[config.mk]
export PLATFORM = sky130hd
export DESIGN_NAME = log_fir_accum_flat
export DESIGN_NICKNAME = d
export VERILOG_FILES = /design/src/rtl/log_fir_accum_if.sv /design/src/rtl/log_fir_accum.sv /design/src/flat_wrapper.sv
export SDC_FILE = /design/constraint.sdc
export NUM_CORES = 1
export LEC_CHECK = 0
export BUFFER_PORTS_ARGS = -buffer_cell sky130_fd_sc_hd__buf_2
export CAP_MARGIN = 10
export CORE_MARGIN = 4
export CORE_UTILIZATION = 56
export DETAILED_ROUTE_END_ITERATION = 12
export PLACE_DENSITY = 0.87
export SYNTH_ARGS = -nofsm -noshare
export SYNTH_HDL_FRONTEND = slang
export SYNTH_SLANG_ARGS = --single-unit
[constraint.sdc]
create_clock -name clk -period 4.3 [get_ports clk]
set_input_delay 0.86 -clock clk [delete_from_list [all_inputs] [get_ports clk]]
set_output_delay 0.86 -clock clk [all_outputs]
set_load 0.01 [all_outputs]
[src/rtl/log_fir_accum_if.sv]
// Beat-in / sample-out handshake bundle for log_fir_accum.
// master drives beats and out_ready; slave is the engine.
interface log_fir_accum_if #(
  parameter int WIDTH     = 16,
  parameter int LOG_WIDTH = 17
);
  logic                 in_valid;
  logic                 in_ready;
  logic [LOG_WIDTH-1:0] log_a;
  logic                 log_a_sign;
  logic                 log_a_valid;
  logic [LOG_WIDTH-1:0] log_b;
  logic                 log_b_sign;
  logic                 log_b_valid;
  logic                 out_valid;
  logic                 out_ready;
  logic [WIDTH-1:0]     y;

  modport master (
    output in_valid, log_a, log_a_sign, log_a_valid,
    output log_b, log_b_sign, log_b_valid, out_ready,
    input  in_ready, out_valid, y
  );

  modport slave (
    input  in_valid, log_a, log_a_sign, log_a_valid,
    input  log_b, log_b_sign, log_b_valid, out_ready,
    output in_ready, out_valid, y
  );
endinterface

[src/rtl/log_fir_accum.sv]
// Log-domain inner product: add logs, Mitchell antilog to linear Q.QP, accumulate TAPS beats.
// Define LOG_FIR_SAT_EN to saturate antilog overflow and the output instead of wrapping.
module log_fir_accum #(
  parameter int WIDTH     = 16,
  parameter int QP        = 12,
  parameter int LOG_WIDTH = 17,
  parameter int TAPS      = 8
) (
  input  logic           clk,
  input  logic           reset,
  log_fir_accum_if.slave bus
);
  localparam int CNT_W = $clog2(TAPS);
  localparam int ACC_W = WIDTH + $clog2(TAPS);
  localparam int SUM_W = LOG_WIDTH + 1;
  localparam int EXP_W = SUM_W - QP;
`ifdef LOG_FIR_SAT_EN
  // Wide enough for the mantissa at the largest positive exponent, so overflow is visible.
  localparam int WIDE_W = QP + 1 + (1 << (EXP_W - 1));
  localparam logic [WIDE_W-1:0] MAG_MAX = {{(WIDE_W-WIDTH+1){1'b0}}, {(WIDTH-1){1'b1}}};
  localparam logic signed [ACC_W-1:0] ACC_MAX = {{(ACC_W-WIDTH+1){1'b0}}, {(WIDTH-1){1'b1}}};
  localparam logic signed [ACC_W-1:0] ACC_MIN = {{(ACC_W-WIDTH+1){1'b1}}, {(WIDTH-1){1'b0}}};
`else
  localparam int WIDE_W = WIDTH;
`endif

  logic                    en_s;
  logic                    last_s;
  logic [CNT_W-1:0]        cnt_r;
  logic                    s1_valid_r, s1_last_r, s1_sign_r, s1_nz_r;
  logic [SUM_W-1:0]        s1_sum_r;
  logic                    s2_valid_r, s2_last_r;
  logic [WIDTH-1:0]        s2_term_r;
  logic signed [ACC_W-1:0] acc_r;
  logic [WIDTH-1:0]        y_r;
  logic                    out_valid_r;

  logic [EXP_W-1:0]        exp_s;
  logic [EXP_W-1:0]        rsh_s;
  logic [WIDE_W-1:0]       mant_s;
  logic [WIDE_W-1:0]       wide_s;
  logic [WIDTH-1:0]        mag_s;
  logic [WIDTH-1:0]        term_s;
  logic signed [ACC_W-1:0] acc_next_s;
  logic [WIDTH-1:0]        y_next_s;

  assign en_s          = !(out_valid_r && !bus.out_ready);
  assign last_s        = (cnt_r == CNT_W'(TAPS - 1));
  assign bus.in_ready  = en_s;
  assign bus.out_valid = out_valid_r;
  assign bus.y         = y_r;

  // Tap counter and S1 log-domain multiply.
  always_ff @(posedge clk) begin
    if (reset) begin
      cnt_r      <= '0;
      s1_valid_r <= 1'b0;
      s1_last_r  <= 1'b0;
      s1_sign_r  <= 1'b0;
      s1_nz_r    <= 1'b0;
      s1_sum_r   <= '0;
    end else if (en_s) begin
      s1_valid_r <= bus.in_valid;
      s1_last_r  <= bus.in_valid && last_s;
      if (bus.in_valid) begin
        cnt_r     <= last_s ? '0 : cnt_r + 1'b1;
        s1_sign_r <= bus.log_a_sign ^ bus.log_b_sign;
        s1_nz_r   <= bus.log_a_valid & bus.log_b_valid;
        s1_sum_r  <= {bus.log_a[LOG_WIDTH-1], bus.log_a} + {bus.log_b[LOG_WIDTH-1], bus.log_b};
      end
    end
  end

  // Mitchell antilog of the log sum into a signed linear term.
  always_comb begin
    exp_s  = s1_sum_r[SUM_W-1:QP];
    rsh_s  = -exp_s;
    mant_s = {{(WIDE_W-QP-1){1'b0}}, 1'b1, s1_sum_r[QP-1:0]};
    if (exp_s[EXP_W-1] == 1'b0) begin
      wide_s = mant_s << exp_s;
    end else begin
      wide_s = mant_s >> rsh_s;
    end
`ifdef LOG_FIR_SAT_EN
    if (wide_s > MAG_MAX) begin
      mag_s = MAG_MAX[WIDTH-1:0];
    end else begin
      mag_s = wide_s[WIDTH-1:0];
    end
`else
    mag_s = wide_s;
`endif
    if (!s1_nz_r) begin
      term_s = '0;
    end else if (s1_sign_r) begin
      term_s = -mag_s;
    end else begin
      term_s = mag_s;
    end
  end

  // S2 register: antilog result and its sample tag.
  always_ff @(posedge clk) begin
    if (reset) begin
      s2_valid_r <= 1'b0;
      s2_last_r  <= 1'b0;
      s2_term_r  <= '0;
    end else if (en_s) begin
      s2_valid_r <= s1_valid_r;
      s2_last_r  <= s1_last_r;
      s2_term_r  <= term_s;
    end
  end

  // Running sum and output reduction to WIDTH bits.
  always_comb begin
    acc_next_s = acc_r + {{(ACC_W-WIDTH){s2_term_r[WIDTH-1]}}, s2_term_r};
`ifdef LOG_FIR_SAT_EN
    if (acc_next_s > ACC_MAX) begin
      y_next_s = ACC_MAX[WIDTH-1:0];
    end else if (acc_next_s < ACC_MIN) begin
      y_next_s = ACC_MIN[WIDTH-1:0];
    end else begin
      y_next_s = acc_next_s[WIDTH-1:0];
    end
`else
    y_next_s = acc_next_s[WIDTH-1:0];
`endif
  end

  // S3 accumulate; a completing sample reloads y even while the old one is being taken.
  always_ff @(posedge clk) begin
    if (reset) begin
      acc_r       <= '0;
      y_r         <= '0;
      out_valid_r <= 1'b0;
    end else if (en_s) begin
      if (s2_valid_r && s2_last_r) begin
        y_r         <= y_next_s;
        acc_r       <= '0;
        out_valid_r <= 1'b1;
      end else begin
        if (s2_valid_r) begin
          acc_r <= acc_next_s;
        end
        if (bus.out_ready) begin
          out_valid_r <= 1'b0;
        end
      end
    end
  end
endmodule
[src/flat_wrapper.sv]
// flat-port wrapper written by rule: the top's interface ports become plain ports
module log_fir_accum_flat 
#(
  parameter int WIDTH     = 16,
  parameter int QP        = 12,
  parameter int LOG_WIDTH = 17,
  parameter int TAPS      = 8
)
  (clk, reset, bus_in_valid, bus_log_a, bus_log_a_sign, bus_log_a_valid, bus_log_b, bus_log_b_sign, bus_log_b_valid, bus_out_ready, bus_in_ready, bus_out_valid, bus_y);
  log_fir_accum_if #(.WIDTH(WIDTH), .LOG_WIDTH(LOG_WIDTH)) bus_i ();
  input  logic clk;
  input  logic reset;
  input wire logic [$bits(bus_i.in_valid)-1:0] bus_in_valid;
  input wire logic [$bits(bus_i.log_a)-1:0] bus_log_a;
  input wire logic [$bits(bus_i.log_a_sign)-1:0] bus_log_a_sign;
  input wire logic [$bits(bus_i.log_a_valid)-1:0] bus_log_a_valid;
  input wire logic [$bits(bus_i.log_b)-1:0] bus_log_b;
  input wire logic [$bits(bus_i.log_b_sign)-1:0] bus_log_b_sign;
  input wire logic [$bits(bus_i.log_b_valid)-1:0] bus_log_b_valid;
  input wire logic [$bits(bus_i.out_ready)-1:0] bus_out_ready;
  output wire logic [$bits(bus_i.in_ready)-1:0] bus_in_ready;
  output wire logic [$bits(bus_i.out_valid)-1:0] bus_out_valid;
  output wire logic [$bits(bus_i.y)-1:0] bus_y;
  assign bus_i.in_valid = bus_in_valid;
  assign bus_i.log_a = bus_log_a;
  assign bus_i.log_a_sign = bus_log_a_sign;
  assign bus_i.log_a_valid = bus_log_a_valid;
  assign bus_i.log_b = bus_log_b;
  assign bus_i.log_b_sign = bus_log_b_sign;
  assign bus_i.log_b_valid = bus_log_b_valid;
  assign bus_i.out_ready = bus_out_ready;
  assign bus_in_ready = bus_i.in_ready;
  assign bus_out_valid = bus_i.out_valid;
  assign bus_y = bus_i.y;
  log_fir_accum #(.WIDTH(WIDTH), .QP(QP), .LOG_WIDTH(LOG_WIDTH), .TAPS(TAPS)) u_core (.clk(clk), .reset(reset), .bus(bus_i));
endmodule
* Word-level counts from Yosys, hierarchy flattened
Cells that the tools add are included.
Storage, ports and cells: bits in registers 79, bits of input ports 42, logic and storage cells 42
Cells by class: $add $sub $neg 5, eq/ne operators 1, shift-type cells 2, multiplexer cells 8, bitwise logic cells 3, reductions and logical operators 11
Operators by type and width (number):
- two-way mux 16 bit | 3
- two-way mux 19 bit | 2
- adder 19 bit | 1
- adder 17 x 17 -> 18 bit | 1
- negator 16 bit | 1
- << shifter 13 x 6 -> 16 bit | 1
- >> shifter 13 x 6 -> 16 bit | 1
- AND reduction 2 bit | 4
- negator 6 bit | 1
- nonzero test 2 bit | 2
- adder 3 x 1 -> 3 bit, second input constant | 1
- equality test 3 bit, second input constant | 1
- logical AND 1 bit | 3
- two-way mux 3 bit | 1
- logical NOT 1 bit | 2
- two-way mux 1 bit | 2
- AND 1 bit | 1
- inverter 1 bit | 1
- XOR 1 bit | 1

* Longest topological paths before layout
word-level depth 6, mapped depth 16

* Worst setup path before layout
OpenSTA, ideal clock, no wires.
kind reg-to-reg, start register u_core.s1_sum_r[13], end register u_core.s2_term_r[14], setup time 0.127 ns, arrival time 3.274 ns, data required time 4.173 ns, setup slack 0.899 ns, cell stages (with the launch flop) 17, buffers on the path 3, cell sequence dfxtp_1 -> buf_2 -> buf_4 -> inv_2 -> ha_1 -> buf_2 -> mux4_2 -> nand2_1 -> and3_1 -> a31oi_1 -> a31oi_1 -> ha_1 -> o2111a_1 -> nand4_2 -> o41ai_2 -> xor2_1 -> o21ai_1
On the way: longest elaborated chain between the ends 6
RTL lines:
- start, declared | line log_fir_accum.sv:31 | logic [SUM_W-1:0] s1_sum_r;
- start signal, assigned | line log_fir_accum.sv:69 | s1_sum_r <= {bus.log_a[LOG_WIDTH-1], bus.log_a} + {bus.log_b[LOG_WIDTH-1], bus.log_b};
- negator 6 bit | line log_fir_accum.sv:77 | rsh_s = -exp_s;
- >> shifter 13 x 6 -> 16 bit | line log_fir_accum.sv:82 | wide_s = mant_s >> rsh_s;
- two-way mux 16 bit (*) | line log_fir_accum.sv:79 | if (exp_s[EXP_W-1] == 1'b0) begin
- negator 16 bit | line log_fir_accum.sv:96 | term_s = -mag_s;
- two-way mux 16 bit (*) | line log_fir_accum.sv:95 | end else if (s1_sign_r) begin
- two-way mux 16 bit (*) | line log_fir_accum.sv:93 | if (!s1_nz_r) begin
- end signal, assigned | line log_fir_accum.sv:111 | s2_term_r <= term_s;
- end, declared | line log_fir_accum.sv:33 | logic [WIDTH-1:0] s2_term_r;
Mark *: on every way between the ends. The rest lies on a longest branch, timed or not. A chain may end at the register's enable or synchronous reset.

* Worst setup path in the final report
start register u_core.s1_sum_r[12], end register u_core.s2_term_r[14]
The elaborated chain is that of the path after synthesis.

==> summary.txt <==
Timing
  – Final setup fails: 0
  – Rel. slew slack: 34.8%
  – Fin. max-slew vios: 0
  – Final Hold Viols: 0
  – Setup tns final: 0 ns
  – Final Cycle Share: 86.0%
  – RSZ-0062 raised after global routing: false
  – Least-Margin Pin Slew: 0.978 ns
  – Final min period: between 3 and 4 ns
  – Fmax: roughly 270 MHz
  – Skew final: between 0.009 and 0.01 ns

Setup path
  – Worst Path Max Fanout: 10
  – Register-to-register setup slack: between 0.6 and 0.7 ns
  – CP max stage delay: 0.59 ns
  – Buf/Inv on CP: 2
  – Crit end category: flop
  – Worst path slowest cell: a222oi_1
  – Startpoint types: flop
  – Data required time of the worst path: approximately 4.5 ns
  – Crit path cell chain: inv_1, ha_1, buf_4, mux2i_1, mux2i_1, a222oi_1, ha_1, o2111a_1, nand4_2, o41ai_2, xor2_1, o21ai_1
  – Critical Setup Path Class: reg2reg
  – Worst Setup SP: u_core.s1_sum_r[12]
  – Critical Path AT: 3.92 ns
  – Worst flop-to-flop path startpoint: u_core.s1_sum_r[12]
  – Crit-path leading delay family: compound AO/OA/AOI/OAI gates

Clocking
  – Worst-path clk slew: 0.08 ns
  – Root buffer selected by CTS: clkbuf_8
  – Post-CTS resize count: 0
  – Cts bufs inserted: 9
  – Hold_buf cts: 0
  – Total clock sinks: 76
  – Post-CTS Setup Inserts: 0
  – CTS tree: yes
  – H-tree depth: 3
  – Latest clock arrival within the worst-skew pair: 0.35 ns
  – Deepest clock path buffer count: 2

Drt
  – Routed wl met2: 7.39 mm
  – Post-DRT Antenna Nets: 0
  – Highest Signal Layer: met4
  – Total number of vias: 5693
  – Drc violations: 0
  – DR WL met3: 1.01 mm
  – Routed len/inst: roughly 17 um
  – 1st-iter DRT viols: 432
  – Drt pass-1 iters: 5
  – Met1 WL: 6.76 mm
  – Post-Route WL: 15.6 mm
  – Post-DR vias/cell: roughly 6.2

Cells and area
  – Synthesis-to-finish area growth: 7.41%
  – Reg area: around 0.0015 mm^2
  – Final nets: 855
  – Final core occ: 61.9%
  – Diode count: 0
  – Multi-input logic area: 0.00413 mm^2
  – Filler cells: 930
  – Share of layout cells above drive strength 1: roughly 15%

Synthesis
  – Syn Inst Count: 747
  – Sequential element share of the synthesized area: 25.4%
  – Syn nets: 827
  – Mapped Area: around 0.006 mm^2
  – Dominant synthesized flop cell: dfxtp_1
  – Top-area cell type share of the netlist area: 25.4%
  – Avg Cell Area, Syn: 8.01 um^2
  – Async SR Flop Fraction: 0%
  – Synth warn: 0
  – Post-synth EDFFs: 0
  – Unique masters post-synth: 84
  – Synth area leader: dfxtp_1
  – Synth Register Bits: 76
  – Main area contributors after synthesis: dfxtp_1 (25%), ha_1 (7.5%), nand2_1 (7.0%)

GRT
  – Pin count of the biggest net entering global routing: 59
  – Total GRT Usage: approximately a quarter
  – Initial antenna violation count: 0
  – Congestion Overflow GR: 0
  – Vias in the first global route: between 5000 and 6000
  – First-pass GRT wire length: 26.3 mm

Pwr
  – PwrDens: 306 mW/mm^2
  – Leak pwr: 0.00261 uW
  – Maximum VDD drop: roughly 0.18 mV

Placement
  – GPL Wtd Cong: 0.968
  – Port bufs: 59
  – Dpl hpwl: 12.0 mm

Floorplan
  – DIE WIDTH: 111 um
  – Die area: ~0.012 mm^2
  – Initial Util: 57.7%
  – Io pins: 60
  – Site row count: 37
  – Die Y: 111 um
  – Area of the core: 0.0104 mm^2

Outcome
  – Outcome: finished clean

Hold path
  – Worst hold path class: reg2reg
  – Hold_sp: u_core.bus.y[6]

Flow run
  – Max-cap violations: 0
-- metal layers --
layer / global-route usage, % / vias to the layer above
met5: 0 / -
met4: 8.52 / 0
met3: 4.78 / 40
met2: 41.4 / 216
met1: 32.8 / 2660
li1: - / 2777
-- power by group --
group	internal (uW)	switching (uW)	leakage, uW
Combinational	296	414	0.00192
Sequential	727	55.1	0.000617
Clock	217	254	0.0000762
Total	1240	723	0.00261
-- synth_stat cells (6+ instances only) --
cell type,number
a21oi_1,66
nor2_1,60
xor2_1,18
nand3_1,14
inv_1,19
mux2i_1,19
a21o_1,8
o21a_1,10
dfxtp_1,76
nand2b_1,8
buf_6,6
nor2b_1,8
ha_1,36
a211oi_1,9
xnor2_1,27
mux4_2,12
a31oi_1,8
o21ai_1,13
and3_1,10
o21ai_0,26
a22oi_1,10
clkbuf_1,31
nor3_1,15
nand2_1,112
buf_2,10
o211ai_1,10
-- per-stage QoR --
stage / std cells / setup WS (ns) / power [uW] / hold slack (ns) / area [um^2]
6_report: 914 / 0.603 / 1960 / 0.452 / 6420
5_1_grt: 914 / 0.321 / 2060 / 0.477 / 6420
4_1_cts: 914 / 0.623 / 1960 / 0.457 / 6420
3_5_place_dp: 900 / 0.637 / 1490 / 0.446 / 6260
3_3_place_gp: 900 / 0.820 / 1480 / 0.439 / 6260
2_1_floorplan: 747 / 0.899 / 1340 / 0.429 / 5980
-- final cells by class --
cell class,count,area share [%]
Clock inverter,4,0.429
Multi-Input combinational cell,600,64.3
Sequential cell,76,23.7
Timing Repair Buffer,67,5.53
Tap cell,136,2.65
Inverter,21,1.23
Clock buffer,10,2.14
-- cells in the final DEF, fill, tap and decap left out, drive strengths merged, types with 11 or more instances in the layout --
| master | count |
|---|---|
| a21oi | 66 |
| a22oi | 11 |
| buf | 67 |
| dfxtp | 76 |
| ha | 36 |
| inv | 20 |
| mux2i | 19 |
| mux4 | 13 |
| nand2 | 112 |
| nand3 | 14 |
| nor2 | 60 |
| nor3 | 17 |
| o21ai | 39 |
| xnor2 | 27 |
| xor2 | 18 |
-- logic make-up after synthesis --
kind of cell    share of synthesized area [%]
fa+ha+maj                                8.20
compound gates                           24.0
mux                                      9.71
buf+inv                                  5.48
flops                                    25.4
simple gates                             20.6
xor+xnor                                 6.59
-- sequential cells by signal, indices dropped and copies added (netlist names) --
register and flops:
u_core.s1_last_r 1, u_core.s2_valid_r 1, u_core.bus.out_valid 1, u_core.s2_last_r 1
u_core.s2_term_r 16, u_core.s1_sign_r 1, u_core.bus.y 16, u_core.acc_r 16
u_core.s1_sum_r 18, u_core.cnt_r 3, u_core.s1_nz_r 1, u_core.s1_valid_r 1
-- tightest hold or removal path: cells and delay by family (launching register included) --
kind | cells | cell delay, ns
AND/OR/NAND/NOR | 1 | 0.05
flip-flops | 1 | 0.31
AO/OA/AOI/OAI | 1 | 0.05
-- worst paths after layout --
path / end / depth (start not counted)
min reg2reg: u_core.bus.y[6] / 2
max reg2reg: u_core.s2_term_r[14] / 12
max: u_core.s2_term_r[14] / 12
min: u_core.bus.y[6] / 2
No activity file was read; power rests on OpenSTA's default activity.
